===== src/rtl/bus_arbiter.sv =====
// Round-robin arbiter for a shared PCI-style bus. Grants one master at a time,
// tracks the frame and data phase, and uses a watchdog to recover a hung bus.
module bus_arbiter #(
   parameter int NUM_MASTERS = 4,
   parameter int TIMEOUT     = 16
) (
   input  logic                   CLK,
   input  logic                   RST_B,
   input  logic [NUM_MASTERS-1:0] REQ_B,
   output logic [NUM_MASTERS-1:0] GNT_B,
   input  logic                   FRAME_B,
   input  logic                   IRDY_B,
   input  logic                   TRDY_B,
   output logic [2:0]             owner,
   output logic                   bus_busy,
   output logic                   timeout_err
);

   typedef enum logic [1:0] {IDLE, GRANT, BUSY, RECOVER} state_t;

   state_t                 state, state_nx;
   logic [NUM_MASTERS-1:0] gnt_nx;
   logic [2:0]             owner_nx, win;
   logic [7:0]             wdog, wdog_nx;
   logic                   terr_nx, any_req, frame_a, done_a, expire;

   // An x or z on a shared line makes the comparison unknown, so the if below
   // falls through and the line is treated as deasserted.
   assign frame_a = (FRAME_B == 1'b0);
   assign done_a  = (IRDY_B == 1'b0) && (TRDY_B == 1'b0);
   assign expire  = (wdog == 8'(TIMEOUT - 1));

   // Scan from lowest priority to highest so the last hit is the winner;
   // owner itself sits at offset NUM_MASTERS, i.e. lowest priority.
   always_comb begin
      win     = owner;
      any_req = 1'b0;
      for (int i = NUM_MASTERS; i >= 1; i--) begin
         for (int m = 0; m < NUM_MASTERS; m++) begin
            if (m == (int'(owner) + i) % NUM_MASTERS && !REQ_B[m]) begin
               win     = 3'(m);
               any_req = 1'b1;
            end
         end
      end
   end

   always_comb begin
      state_nx = state;
      gnt_nx   = GNT_B;
      owner_nx = owner;
      wdog_nx  = wdog;
      terr_nx  = 1'b0;
      case (state)
         IDLE: begin
            gnt_nx = '1;
            if (any_req) begin
               state_nx = GRANT;
               owner_nx = win;
               wdog_nx  = '0;
               for (int m = 0; m < NUM_MASTERS; m++)
                  gnt_nx[m] = (3'(m) != win);
            end
         end
         GRANT: begin
            // Frame start beats a coincident watchdog expiry.
            if (frame_a) begin
               state_nx = BUSY;
               gnt_nx   = '1;
               wdog_nx  = '0;
            end else if (expire) begin
               state_nx = RECOVER;
               gnt_nx   = '1;
               terr_nx  = 1'b1;
            end else begin
               wdog_nx = wdog + 8'd1;
            end
         end
         BUSY: begin
            gnt_nx = '1;
            if (done_a) begin
               state_nx = RECOVER;
            end else if (expire) begin
               state_nx = RECOVER;
               terr_nx  = 1'b1;
            end else begin
               wdog_nx = wdog + 8'd1;
            end
         end
         RECOVER: begin
            gnt_nx   = '1;
            state_nx = IDLE;
         end
         default: begin
            gnt_nx   = '1;
            state_nx = IDLE;
         end
      endcase
   end

   always_ff @(posedge CLK or negedge RST_B) begin
      if (!RST_B) begin
         state       <= IDLE;
         GNT_B       <= '1;
         owner       <= 3'(NUM_MASTERS - 1);
         wdog        <= '0;
         timeout_err <= 1'b0;
      end else begin
         state       <= state_nx;
         GNT_B       <= gnt_nx;
         owner       <= owner_nx;
         wdog        <= wdog_nx;
         timeout_err <= terr_nx;
      end
   end

   assign bus_busy = (state != IDLE);

endmodule


===== config.mk =====
export PLATFORM = sky130hd
export DESIGN_NAME = bus_arbiter
export DESIGN_NICKNAME = d
export VERILOG_FILES = /design/src/rtl/bus_arbiter.sv
export SDC_FILE = /design/constraint.sdc
export NUM_CORES = 1
export LEC_CHECK = 0
export BUFFER_PORTS_ARGS = -buffer_cell sky130_fd_sc_hd__clkbuf_2
export CAP_MARGIN = 10
export CORE_UTILIZATION = 44
export CTS_BUF_LIST = sky130_fd_sc_hd__clkbuf_16
export DETAILED_ROUTE_END_ITERATION = 8
export PLACE_DENSITY_LB_ADDON = 0.25
export RECOVER_POWER = 50
export SYNTH_ARGS = -nofsm -noshare
export SYNTH_HDL_FRONTEND = slang
export SYNTH_SLANG_ARGS = --single-unit

===== constraint.sdc =====
create_clock -name CLK -period 2.22 [get_ports CLK]
set_input_delay 0.333 -clock CLK [delete_from_list [all_inputs] [get_ports CLK]]
set_output_delay 0.333 -clock CLK [all_outputs]
set_load 0.02 [all_outputs]

==> impl_metrics.ini <==
[run_status]
outcome = finished, final reports clean

[layout]
multi_input_area_sq_um = 602
post-route-util_pct = 56.7
nFillCells = 201
final_layout_size_suffix_gt1_share_pct = 23.7
area_delta_synth_final_pct = 18.6
layout_common_cells = clkbuf_2 (12), dfrtp_1 (12), a21oi_1 (10)
nets = 148
register_area_sq_um = 458
diodes = 0

[timing]
setup_viol = 0
skew_ns = 0.00188
relSlewSlack_pct = 36.9
setup_slack_ns = 0.245
tns_ns = 0
max_freq_ghz = 0.506
min_period_ns = 1.98
tightest_slew_ns = 0.947
hold_viol_final = 0
rsz0062_at_grt = no
fin_crit_sh_pct = 89.0
fin_hold_ws_ns = 0.208
slew_viol_final = 0

[die]
dieHeight_microns = 51.5
core_sq_um = 2250
initial_core_util_pct = 47.8
io_pins = 18
rows = 17
die_x_microns = 51.5
dieArea_sq_um = 2650

[placement]
place_worst_setup_slack_ns = 0.254
hpwlAfterDp_microns = 1700
io_buffers = 17
place.gp.congestion = 0.942

[synthesis]
syn_area_sq_um = 1080
ys.flop_type = dfrtp_1
ys_warn_count = 0
async_reset_ff_share_pct = 100
synth_edf_count = 0
synth_seq_area_share_pct = 42.5
syn_inst = 109
ys_ff_latch = 18
syn_nets = 125
synth.distinct_cells = 39
avgSynthCellArea_sq_um = 9.89

[power_and_ir_drop]
leakage_uw = 0.000558
peakVddDrop_v = 0.000654
power_density_nw_per_um2 = 1170
total_power_uw = 1490

[worst_setup_path]
cpPeakStageDelay_ns = 0.51
cp-end-kind = flip-flop
required_ns = 2.40
slowest_stage = or4_1
reg2reg_setup_slack_ns = 0.24
r2r-start = state[0]$_DFFE_PN0P_
r2r_cells = 6
crit-reg2reg-capture = wdog[7]$_DFFE_PN0P_
path_cells = inv_1 -> ha_1 -> nor3b_1 -> a211o_4 -> or4_1 -> a21oi_1
crit_buf_inv = 1
worstPathArrival_ns = 2.15
crit_path_start_kind = flip-flop
cp_max_fo = 10
crit_family = simple AND/OR/NAND/NOR gates
path_class = flip-flop to flip-flop

[route]
viasPerCell = 5.89
drtIter0Drc = 14
ant_nets = 0
routedWlPerCell_microns = 14.0
detailroute.via_count = 937
drc = 0
first_pass_iters = 4
wirelength_microns = 2230

[cts]
clockBufferDepth = 2
htreeDepth = 1
clk_pin_slew_ns = 0.05
cts_setup_buffers = 0
cts_sinks = 18
post_cts_resized = 0
cts_tree = built
postCtsHoldBufs = 0
root_buffer = clkbuf_16
cts-buffers-inserted = 3
clk-insertion-delay-late_ns = 0.25

[global_routing]
antenna_found_initial = 0
grt_max_degree = 19
grtUsageTotal_pct = 21.0
grt_pass1_wl_microns = 4030
grt_overflow_total = 0
first_global_vias = 875

[min_path]
hp-class = primary input to async pin

[flow_run]
maxCapViolations = 0
cell families after synthesis:
family	count (synthesis)	synth area share, %
AOI/OAI and AO/OA	39	25.8
adders and majority gates	7	8.12
buffers and inverters	5	1.74
DFF	18	42.5
muxes	2	2.09
and+or+nand+nor	38	19.8
worst register-to-register path, delay by kind of cell, from the launching register on:
kind	cells	cell delay, ns
flip-flops	1	0.39
buffers and inverters	1	0.12
AO/OA/AOI/OAI	2	0.50
AND/OR/NAND/NOR	2	0.68
adder cells (fa/ha/maj)	1	0.22
Yosys cell counts (all sizes together) (2+ instances only):
cell type,n,area share [%]
dfrtp,12,28
a21oi,10,4.6
nor2,9,3.1
nand2,8,2.8
ha,7,8.1
dfstp,6,15
inv,5,1.7
o21ai,5,2.3
a31oi,4,2.3
a211oi,3,2.1
o31ai,3,2.1
or4,3,2.1
a21o,2,1.4
a2bb2oi,2,1.6
and4,2,1.9
mux2,2,2.1
nand3b,2,1.4
nor2b,2,1.2
nor3b,2,1.4
o211ai,2,1.9
or3,2,1.4
per-stage QoR:
stage	std cells	instance area, sq um
6_report	159	1280
5_1_grt	159	1280
4_1_cts	159	1280
3_5_place_dp	155	1210
3_3_place_gp	155	1210
2_1_floorplan	109	1080
metal layers:
layer	track usage, %	share of wire [%]	wire, microns
met1	29.9	52	1150
met2	31.0	43	959
met3	4.68	3.6	80
met4	8.11	1.6	36
met5	0	0	0
where the power goes:
group          total (uW)  switching (uW)  internal, uW  leakage (uW)
combinational         615             369           247      0.000287
sequential            517            75.0           442      0.000228
clock                 359             120           239     0.0000423
total                1490             564           928      0.000558
worst max-delay path by stage:
stage,start,endpoint,depth (start not counted)
floorplan,state[0]$_DFFE_PN0P_,wdog[7]$_DFFE_PN0P_,6
global placement,state[0]$_DFFE_PN0P_,wdog[7]$_DFFE_PN0P_,6
detailed placement,state[0]$_DFFE_PN0P_,wdog[7]$_DFFE_PN0P_,6
CTS,state[0]$_DFFE_PN0P_,wdog[7]$_DFFE_PN0P_,6
global route,state[0]$_DFFE_PN0P_,wdog[7]$_DFFE_PN0P_,6
finish,state[0]$_DFFE_PN0P_,wdog[7]$_DFFE_PN0P_,6
state kept, by name, indices dropped and copies added, names as in the netlist:
signal,flops
GNT_B,4
owner,3
state,2
timeout_err,1
wdog,8
final cells by class:
class                      count  share of cell area [%]
clock buffer                   3                    5.87
timing repair buffer          18                    6.75
clock inverter                 1                   0.294
tap                           28                    2.74
sequential                    18                    35.8
multi-input combinational     86                    47.1
inverter                       5                    1.47
Note: power is estimated with default switching activity, not from simulation.
